### src/rtl/mm_sched_pkg.sv
// rtl/mm_sched_pkg.sv - shared types, default sizing and PE index helper for the k-stage scheduler
package mm_sched_pkg;

    localparam int DEF_ROW1        = 2;
    localparam int DEF_COL1        = 3;
    localparam int DEF_COL2        = 5;
    localparam int DEF_DRAIN_CYC   = 4;
    localparam int DEF_TIMEOUT_CYC = 1024;
    localparam int DEF_NPE         = DEF_ROW1 * DEF_COL2 * DEF_COL1;
    localparam int DEF_STAGE_W     = $clog2(DEF_COL1) + 1;
    localparam int WDOG_W          = $clog2(DEF_TIMEOUT_CYC + 1);

    typedef enum logic [2:0] {
        IDLE,
        CLEAR,
        RUN,
        DRAIN,
        DONE,
        ERR
    } sched_state_e;

    function automatic int pe_idx(input int i, input int j, input int k);
        return ((i * DEF_COL2) + j) * DEF_COL1 + k;
    endfunction

endpackage

### src/rtl/mm_stage_scheduler_if.sv
// rtl/mm_stage_scheduler_if.sv - scheduler control bundle; SCHED_PERF_CNT_EN adds the perf counters
interface mm_stage_scheduler_if
    import mm_sched_pkg::*;
#(
    parameter int NPE     = DEF_NPE,
    parameter int STAGE_W = DEF_STAGE_W
);
    logic               Start;
    logic [NPE-1:0]     pe_done;
    logic [NPE-1:0]     pe_en;
    logic               acc_clr;
    logic [STAGE_W-1:0] stage;
    logic               busy;
    logic               done;
    logic               err;
`ifdef SCHED_PERF_CNT_EN
    logic [31:0]        cyc_cnt;
    logic [31:0]        stall_cnt;

    modport master (output Start, pe_done,
                    input  pe_en, acc_clr, stage, busy, done, err, cyc_cnt, stall_cnt);
    modport slave  (input  Start, pe_done,
                    output pe_en, acc_clr, stage, busy, done, err, cyc_cnt, stall_cnt);
`else
    modport master (output Start, pe_done,
                    input  pe_en, acc_clr, stage, busy, done, err);
    modport slave  (input  Start, pe_done,
                    output pe_en, acc_clr, stage, busy, done, err);
`endif
endinterface

### src/rtl/mm_stage_done_reduce.sv
// rtl/mm_stage_done_reduce.sv - ANDs the pe_done bits belonging to the current k-stage
module mm_stage_done_reduce #(
    parameter int NPE     = 30,
    parameter int COL1    = 3,
    parameter int STAGE_W = 3
) (
    input  logic [NPE-1:0]     i_pe_done,
    input  logic [STAGE_W-1:0] i_stage,
    output logic               o_stage_done
);

    always_comb begin
        o_stage_done = 1'b1;
        for (int n = 0; n < NPE; n++) begin
            if (((n % COL1) == int'(i_stage)) && !i_pe_done[n]) begin
                o_stage_done = 1'b0;
            end
        end
    end

endmodule

### src/rtl/mm_stage_scheduler.sv
// rtl/mm_stage_scheduler.sv - k-stage accumulation sequencer for the PE array; SCHED_PERF_CNT_EN adds cycle/stall counters
module mm_stage_scheduler
    import mm_sched_pkg::*;
#(
    parameter int ROW1        = DEF_ROW1,
    parameter int COL1        = DEF_COL1,
    parameter int COL2        = DEF_COL2,
    parameter int DRAIN_CYC   = DEF_DRAIN_CYC,
    parameter int TIMEOUT_CYC = DEF_TIMEOUT_CYC
) (
    input  logic                 clk,
    input  logic                 rst,
    mm_stage_scheduler_if.slave  bus
);

    localparam int NPE     = ROW1 * COL2 * COL1;
    localparam int STAGE_W = $clog2(COL1) + 1;
    localparam int WD_W    = $clog2(TIMEOUT_CYC + 1);
    localparam int DR_W    = $clog2(DRAIN_CYC + 1);

    sched_state_e       r_state;
    logic [NPE-1:0]     r_pe_en;
    logic               r_acc_clr;
    logic [STAGE_W-1:0] r_stage;
    logic               r_busy;
    logic               r_done;
    logic               r_err;
    logic [WD_W-1:0]    r_wdog;
    logic [DR_W-1:0]    r_drain;
    logic               w_stage_done;
    logic               w_last;

    function automatic logic [NPE-1:0] f_mask(input logic [STAGE_W-1:0] s);
        logic [NPE-1:0] m;
        m = '0;
        for (int n = 0; n < NPE; n++) begin
            m[n] = ((n % COL1) == int'(s));
        end
        return m;
    endfunction

    mm_stage_done_reduce #(
        .NPE     (NPE),
        .COL1    (COL1),
        .STAGE_W (STAGE_W)
    ) u_reduce (
        .i_pe_done    (bus.pe_done),
        .i_stage      (r_stage),
        .o_stage_done (w_stage_done)
    );

    assign w_last = (r_stage == STAGE_W'(COL1 - 1));

    always_ff @(posedge clk) begin
        if (rst) begin
            r_state   <= IDLE;
            r_pe_en   <= '0;
            r_acc_clr <= 1'b0;
            r_stage   <= '0;
            r_busy    <= 1'b0;
            r_done    <= 1'b0;
            r_err     <= 1'b0;
            r_wdog    <= '0;
            r_drain   <= '0;
        end else begin
            r_acc_clr <= 1'b0;
            r_done    <= 1'b0;
            case (r_state)
                IDLE: begin
                    if (bus.Start) begin
                        r_state   <= CLEAR;
                        r_acc_clr <= 1'b1;
                        r_busy    <= 1'b1;
                        r_err     <= 1'b0;
                        r_stage   <= '0;
                    end
                end
                CLEAR: begin
                    r_state <= RUN;
                    r_pe_en <= f_mask('0);
                    r_wdog  <= '0;
                end
                RUN: begin
                    // A completed stage always wins over the watchdog in the same cycle
                    if (w_stage_done) begin
                        r_wdog <= '0;
                        if (w_last) begin
                            r_state <= DRAIN;
                            r_pe_en <= '0;
                            r_drain <= '0;
                        end else begin
                            r_stage <= r_stage + 1'b1;
                            r_pe_en <= f_mask(r_stage + 1'b1);
                        end
                    end else if (r_wdog == WD_W'(TIMEOUT_CYC - 1)) begin
                        r_state <= ERR;
                        r_pe_en <= '0;
                        r_err   <= 1'b1;
                    end else begin
                        r_wdog <= r_wdog + 1'b1;
                    end
                end
                DRAIN: begin
                    if (r_drain == DR_W'(DRAIN_CYC - 1)) begin
                        r_state <= DONE;
                        r_done  <= 1'b1;
                    end else begin
                        r_drain <= r_drain + 1'b1;
                    end
                end
                DONE, ERR: begin
                    r_state <= IDLE;
                    r_busy  <= 1'b0;
                end
                default: begin
                    r_state <= IDLE;
                    r_busy  <= 1'b0;
                    r_pe_en <= '0;
                end
            endcase
        end
    end

    assign bus.pe_en   = r_pe_en;
    assign bus.acc_clr = r_acc_clr;
    assign bus.stage   = r_stage;
    assign bus.busy    = r_busy;
    assign bus.done    = r_done;
    assign bus.err     = r_err;

`ifdef SCHED_PERF_CNT_EN
    logic [31:0] r_cyc_cnt;
    logic [31:0] r_stall_cnt;

    always_ff @(posedge clk) begin
        if (rst) begin
            r_cyc_cnt   <= '0;
            r_stall_cnt <= '0;
        end else if (r_state == IDLE) begin
            if (bus.Start) begin
                r_cyc_cnt   <= '0;
                r_stall_cnt <= '0;
            end
        end else begin
            r_cyc_cnt <= r_cyc_cnt + 32'd1;
            if ((r_state == RUN) && !w_stage_done) begin
                r_stall_cnt <= r_stall_cnt + 32'd1;
            end
        end
    end

    assign bus.cyc_cnt   = r_cyc_cnt;
    assign bus.stall_cnt = r_stall_cnt;
`endif

endmodule

### src/flat_wrapper.sv
// flat-port wrapper written by rule: the top's interface ports become plain ports
module mm_stage_scheduler_flat import mm_sched_pkg::*;
#(
    parameter int ROW1        = DEF_ROW1,
    parameter int COL1        = DEF_COL1,
    parameter int COL2        = DEF_COL2,
    parameter int DRAIN_CYC   = DEF_DRAIN_CYC,
    parameter int TIMEOUT_CYC = DEF_TIMEOUT_CYC
)
  (clk, rst, bus_Start, bus_pe_done, bus_pe_en, bus_acc_clr, bus_stage, bus_busy, bus_done, bus_err);
  mm_stage_scheduler_if #(.NPE((DEF_NPE)), .STAGE_W((DEF_STAGE_W))) bus_i ();
  input  logic clk;
  input  logic rst;
  input wire logic [$bits(bus_i.Start)-1:0] bus_Start;
  input wire logic [$bits(bus_i.pe_done)-1:0] bus_pe_done;
  output wire logic [$bits(bus_i.pe_en)-1:0] bus_pe_en;
  output wire logic [$bits(bus_i.acc_clr)-1:0] bus_acc_clr;
  output wire logic [$bits(bus_i.stage)-1:0] bus_stage;
  output wire logic [$bits(bus_i.busy)-1:0] bus_busy;
  output wire logic [$bits(bus_i.done)-1:0] bus_done;
  output wire logic [$bits(bus_i.err)-1:0] bus_err;
  assign bus_i.Start = bus_Start;
  assign bus_i.pe_done = bus_pe_done;
  assign bus_pe_en = bus_i.pe_en;
  assign bus_acc_clr = bus_i.acc_clr;
  assign bus_stage = bus_i.stage;
  assign bus_busy = bus_i.busy;
  assign bus_done = bus_i.done;
  assign bus_err = bus_i.err;
  mm_stage_scheduler #(.ROW1(ROW1), .COL1(COL1), .COL2(COL2), .DRAIN_CYC(DRAIN_CYC), .TIMEOUT_CYC(TIMEOUT_CYC)) u_core (.clk(clk), .rst(rst), .bus(bus_i));
endmodule
### config.mk
export PLATFORM = sky130hd
export DESIGN_NAME = mm_stage_scheduler_flat
export DESIGN_NICKNAME = d
export VERILOG_FILES = /design/src/rtl/mm_sched_pkg.sv /design/src/rtl/mm_stage_scheduler_if.sv /design/src/rtl/mm_stage_done_reduce.sv /design/src/rtl/mm_stage_scheduler.sv /design/src/flat_wrapper.sv
export SDC_FILE = /design/constraint.sdc
export NUM_CORES = 1
export LEC_CHECK = 0
export ABC_AREA = 0
export CELL_PAD_IN_SITES_DETAIL_PLACEMENT = 1
export CELL_PAD_IN_SITES_GLOBAL_PLACEMENT = 2
export CORE_UTILIZATION = 25
export DETAILED_ROUTE_END_ITERATION = 16
export HOLD_SLACK_MARGIN = 0.12
export PLACE_DENSITY_LB_ADDON = 0.1
export SYNTH_ARGS = -nofsm -noshare
export SYNTH_HDL_FRONTEND = slang
export SYNTH_SLANG_ARGS = --single-unit
### constraint.sdc
create_clock -name clk -period 2.64 [get_ports clk]
set_input_delay 0.528 -clock clk [delete_from_list [all_inputs] [get_ports clk]]
set_output_delay 0.528 -clock clk [all_outputs]
set_load 0.05 [all_outputs]
-- After elaboration in Yosys (flattened, before gate mapping)
Index checks and enable logic that the tools add are counted.
- register bits: 54
- bits of input ports: 33
- output and inout port bits: 37
- logic and storage cells: 175
- add/subtract/negate cells: 3
- equal/unequal tests: 23
- multiplexer cells: 59
- bitwise operators: 4
- reduce and logical (&&, ||, !) cells: 77
- operators by type and width (operator ; count):
    30-bit two-way mux ; 3
    30-bit one-hot mux with 3 select lines ; 1
    1-bit two-way mux ; 36
    3-bit two-way mux ; 11
    1-bit logical AND ; 30
    1-bit logical NOT ; 30
    11-bit two-way mux ; 2
    11-bit one-hot mux with 2 select lines ; 1
    4-bit AND reduction ; 4
    3-bit by 2-bit equality test with 1-bit output, second input constant ; 4
    3-bit one-hot mux with 2 select lines ; 2
    3-bit one-hot mux with 4 select lines ; 1
    11-bit by 1-bit adder with 11-bit output, second input constant ; 1
    11-bit by 10-bit equality test with 1-bit output, second input constant ; 1
    2-bit inequality test, second input constant ; 5
    3-bit logical NOT ; 3
    3-bit by 1-bit adder with 3-bit output, second input constant ; 2
    2-bit by 3-bit equality test with 1-bit output, first input constant ; 2
    3-bit equality test, first input constant ; 2
    3-bit equality test, second input constant ; 2
    2-bit by 1-bit inequality test with 1-bit output, second input constant ; 3
    3-bit by 2-bit inequality test with 1-bit output, second input constant ; 2
    2-bit AND reduction ; 3
    2-bit nonzero test ; 3
    other kinds (7) ; 12

-- Depth between registers and ports, before layout
- depth after elaboration: 34
- mapped depth: 8
- gate-level depth less buffers: 7

-- Cells and area by module
From an unflattened synthesis, not the netlist that was laid out.
- cell total of the unflattened synthesis: 215
- area total of the unflattened synthesis: 1829.3 um2
- by module, submodules not included (module ; times used ; cells an instance ; area an instance (um2) ; seq. area each (um2)):
    mm_stage_scheduler ; 1 ; 201 ; 1739.2 ; 540.5
    mm_stage_done_reduce ; 1 ; 14 ; 90.1 ; 0.0

-- Least setup slack after synthesis
No wires, ideal clock.
- kind: register to register
- start point: register u_core.r_stage[0], in the netlist u_core.bus.stage[0]
- end point: register u_core.r_wdog[0]
- library setup time: 0.129 ns
- arrival: 2.045 ns
- data required time: 2.511 ns
- setup slack: 0.466 ns
- stages on the path, launching flop included: 8
- path buffers: 1
- clock period less this slack: 2.174 ns
- cells stage by stage: dfxtp_1 inv_1 ha_1 o31ai_2 nand4_2 a21oi_1 buf_4 o32ai_1
- cells in the longest elaborated chain, start to end: 34
- elaborated cells on any way between the ends: 67
- those cells by class: eq/ne (3); mux (32); reduce/logical (32)
- RTL lines (item ; line ; text):
    from (decl) ; mm_stage_scheduler.sv:24 ; logic [STAGE_W-1:0] r_stage;
    from (signal assigned) ; mm_stage_scheduler.sv:92 ; r_stage <= r_stage + 1'b1;
    3-bit logical NOT ; mm_stage_done_reduce.sv:15 ; if (((n % COL1) == int'(i_stage)) && !i_pe_done[n]) begin
    1-bit logical AND ; mm_stage_done_reduce.sv:15 ;
    1-bit two-way mux (29 in a row) ; mm_stage_done_reduce.sv:15 ;
    1-bit two-way mux (*) ; mm_stage_done_reduce.sv:15 ;
    11-bit two-way mux or 3-bit inequality test (tied branches) ; -- ;
    11-bit one-hot mux with 2 select lines or 2-bit AND reduction (tied branches) ; -- ;
    to (signal assigned) ; mm_stage_scheduler.sv:100 ; r_wdog <= r_wdog + 1'b1;
    to (decl) ; mm_stage_scheduler.sv:28 ; logic [WD_W-1:0] r_wdog;
Every way passes the cells marked *; elsewhere a longest branch is shown, timed or not.
A chain may end at the register's enable or synchronous reset.

==> results by stage <==
Run status:
- The flow ran to the end, and the final reports show no timing, DRC or antenna violations.

Placement:
- In this run the tool buffered the top-level ports with 69 buffer cells.
- The post-DP HPWL is 4.33 mm.
- The global placer's final weighted congestion is between 0.6 and 0.7.
- The worst slack at placement is 0.186 ns.
- After detailed placement, the design holds a cell count of between 300 and 400.

Clock network:
- The clock latency on the worst-skew pair is a little under 0.3 ns.
- Clock-pin slew was measured on the worst setup and hold paths at 0.11 ns.
- The count of buffers added by post-CTS timing repair for setup is 0.
- In this run, CTS created clock tree buffers numbering 3.
- The tree built by TritonCTS fans out to 27 sinks.
- The count of hold-fix buffers inserted at cts is 0.
- The CTS H-tree depth is 1.
- The longest clock path from root to sink contains 2 buffers.
- The cell at the root of the clock tree is clkbuf_8.
- TritonCTS built the clock tree.
- The number of gates resized after CTS was 0.

Layout:
- Summing all multi-input logic gate instances after layout gives 0.00108 mm2.
- The finished layout holds approximately 380 standard cells, fillers aside.
- After the last flow step, the layout net total stands at 326.
- Across the whole layout, storage elements account for 541 um2.
- The fill cell total of the finished layout is 865.
- In the final layout, the share of cells above drive strength 1 is 0.110.
- The number of inserted diodes is 0.
- The area growth from synthesis to layout is 37.6%.

STA:
- For this run, the top clock speed supported by timing is between 0.4 and 0.5 GHz.
- After layout, the worst setup slack is ~0.43 ns.
- The worst clock skew is 0.00816 ns.
- The number of hold violations in the final report is 0.
- The headroom to the max-slew limit is 0.551.
- For the pin with the worst max-slew slack, the measured transition is approximately 0.67 ns.
- The number of setup violations in the final report is 0.
- The minimum hold slack is roughly 0.48 ns.
- Of the available clock period, the critical path in the final layout requires 0.838.
- The accumulated negative setup slack is 0 ns.
- The worst path in the final design needs a cycle of 2.21 ns, including I/O delays and setup.
- The number of max-slew violations in the final report is 0.
- Setup repair after global routing left no endpoint under its margin.

Global routing:
- The number of global-route vias before repair is 1891.
- The global routing stage identified its most utilized layer as met2.
- Entering global routing, the biggest net connects 32 pins.
- The global-route wire length before repair is roughly 9.5 mm.
- The global-route met2 utilization is 0.258.
- The met1 capacity usage during global routing is 0.205.
- Global routing finished with a remaining overflow of 0.
- The number of antenna violations at the first check in global routing is 0.
- The total routing resource utilization after global routing is 0.154.
- For met3 alone, demand over resource in global routing was 0.0293.

Worst setup path:
- The launch instance of the worst register-to-register path is u_core.r_state[0]$_SDFFE_PP0P_.
- At the worst endpoint, the required time is 2.11 ns.
- The worst setup path is launched from a flip-flop.
- The worst setup path is captured at an output pin.
- The critical path's top delay family is buffers and inverters.
- The flop-to-flop setup slack is around 0.63 ns.
- The worst-path cell with the longest stage delay is clkdlybuf4s50_1.
- The critical path goes through clkdlybuf4s50_1.
- The depth of the worst register-to-register path is 5.
- In this run the critical register-to-register path is captured at u_core.bus.pe_en[27]$_SDFFE_PP0P_.
- The number of buffers and inverters on the critical path is 1.
- Data on the critical path arrives at its endpoint at 1.69 ns.
- The maximum fanout along the worst path is 11.
- The critical path class is reg2out.
- The critical path's largest stage delay is 0.87 ns.

Yosys:
- The summed instance area of the synthesized netlist is slightly below 0.002 mm2.
- Synthesis produced a netlist with a net count of 276.
- Each instance of the synthesized netlist takes up on average 8.25 um2.
- The flip-flop and latch count after synthesis is 27.
- Yosys mapped a number of flops with a built-in enable equal to 0.
- The commonest register cell after synthesis is dfxtp_1.
- The post-synthesis cell type count is 54.
- The count of synthesis-stage warnings from yosys is 0.
- The fraction of synthesis flops using an asynchronous set or reset pin is 0.
- Of the synthesized area, sequential elements account for 0.281.
- The post-synthesis cell count is 233.

Power:
- The total power is 2.02 mW.
- The power per unit of standard cell area is 765 mW/mm2.
- Summed over all cells, the static leakage comes to 0.934 nW.
- The worst-case IR drop observed on VDD is 0.823 mV.

Drt:
- The count of nets left with antenna violations once routing finished came out at 0.
- Dividing the detail-routed via count by the number of cells gives a little under 5.
- The detailed router finished its first iteration with between 40 and 50 violations.
- The routed design has 5.72 mm of wire.
- The routed layout has around 1800 vias.
- For this run, design rule violations remaining after detail routing come to 0.
- The detailed-routing iteration count for the pre-antenna-repair pass is 4.
- Dividing the detail-routed wire length by the instance count gives 15.0 um.

Floorplan:
- The floorplan step defined a die boundary enclosing roughly 0.008 mm2.
- The die boundary height is 89.7 um.
- From left edge to right edge, the die measures around 90 um.
- In this run the count of I/O pins placed on the die edge is 70.
- The standard cell core area is 0.00733 mm2.
- The initial utilization of the core area, before any placement, comes to 0.262.
- The floorplan has 31 rows.

Worst hold path:
- The class of the tightest hold or removal check is reg2reg.
- The worst-case hold path end point is u_core.r_wdog[6]$_SDFFE_PP0P_.
- Along the worst hold path, the cell count comes to 2.
- The worst hold path startpoint is u_core.r_wdog[6]$_SDFFE_PP0P_.

Run:
- The number of maximum-capacitance constraint violations is 0.
[power by group]
group	total (mW)	leakage [nW]	switching (mW)	internal (mW)
Sequential	0.512	0.219	0.0521	0.460
Clock	0.265	0.0217	0.157	0.108
Combinational	1.24	0.693	0.802	0.442
Total	2.02	0.934	1.01	1.01
[routing by layer]
metal	part of all wire	vias up
met1	0.50	862
met5	0	-
met3	0.038	2
met4	0.0030	0
li1	-	933
met2	0.46	43
[layout make-up]
class,count,share of cell area
clock buffer,3,0.0156
clock inverter,1,0.00284
inverter,10,0.0142
multi-input combinational,158,0.410
sequential,27,0.204
tap,99,0.0469
timing repair buffer,83,0.306
[layout by cell type (no fill, tap or decap), drive strengths merged, types with 6 or more instances in the layout]
cell	n
nand2	19
clkdlybuf4s50	69
nor2	15
ha	10
o41ai	6
nor3	6
buf	14
nand4	14
inv	10
dfxtp	27
nand2b	6
o21ai	7
a21oi	10
[synth_stat cells (2+ instances only)]
cell type	instances	area, um2
nand3b_1	2	15.0
nor4_1	2	12.5
a41oi_1	3	26.3
o32ai_1	2	17.5
a21oi_1	9	45.0
o31ai_1	2	15.0
nand3_1	4	20.0
nand2_1	19	71.3
buf_2	3	15.0
o31ai_2	2	25.0
o2bb2ai_1	2	17.5
mux2i_1	2	20.0
o21ai_0	7	35.0
clkbuf_1	5	18.8
nand4_1	13	81.3
nand2b_1	6	37.5
o41ai_1	6	52.6
buf_4	28	210
o22ai_1	3	18.8
nor2b_1	4	25.0
nor2_1	15	56.3
nor3b_1	5	37.5
a32o_1	2	20.0
inv_1	10	37.5
a31oi_1	5	31.3
ha_1	10	125
and3_1	4	25.0
dfxtp_1	27	541
nor3_1	6	30.0
[through the flow]
step	area (um2)	util
final	2640	0.361
after CTS	2640	0.361
after detailed placement	2590	0.354
after global placement	2590	0.354
after global routing	2640	0.361
after floorplan	1920	-
[worst max path at each step]
| stage | cells after the start | start | slack (ns) | to |
|---|---|---|---|---|
| floorplan | 7 | u_core.bus.stage[0]$_SDFFE_PP0P_ | 0.47 | u_core.r_wdog[0]$_SDFFE_PP0P_ |
| global placement | 6 | bus_pe_done[20] | 0.18 | u_core.r_drain[0]$_SDFFE_PP0P_ |
| detailed placement | 6 | bus_pe_done[20] | 0.19 | u_core.r_drain[0]$_SDFFE_PP0P_ |
| CTS | 1 | u_core.bus.pe_en[27]$_SDFFE_PP0P_ | 0.39 | bus_pe_en[12] |
| global route | 6 | bus_pe_done[14] | 0.30 | u_core.r_drain[0]$_SDFFE_PP0P_ |
| finish | 1 | u_core.bus.pe_en[27]$_SDFFE_PP0P_ | 0.43 | bus_pe_en[9] |
[sequential cells by signal, summed over array words and instances (netlist names)]
| name | flops |
|---|---|
| u_core.bus.done | 1 |
| u_core.bus.acc_clr | 1 |
| u_core.bus.busy | 1 |
| u_core.r_drain | 3 |
| u_core.r_state | 3 |
| u_core.bus.pe_en | 3 |
| u_core.bus.err | 1 |
| u_core.r_wdog | 11 |
| u_core.bus.stage | 3 |
[cells by family (layout without fill, tap and decap cells)]
| kind of cell | Yosys count | after routing | synth area share |
|---|---|---|---|
| and+or+nand+nor | 93 | 93 | 0.280 |
| DFF | 27 | 27 | 0.281 |
| buffers and inverters | 48 | 97 | 0.154 |
| muxes | 2 | 2 | 0.0104 |
| AOI/OAI and AO/OA | 52 | 52 | 0.204 |
| adders and majority gates | 10 | 10 | 0.0651 |
| xor gates and xnor gates | 1 | 1 | 0.00456 |
No activity file was read; power rests on OpenSTA's default activity.
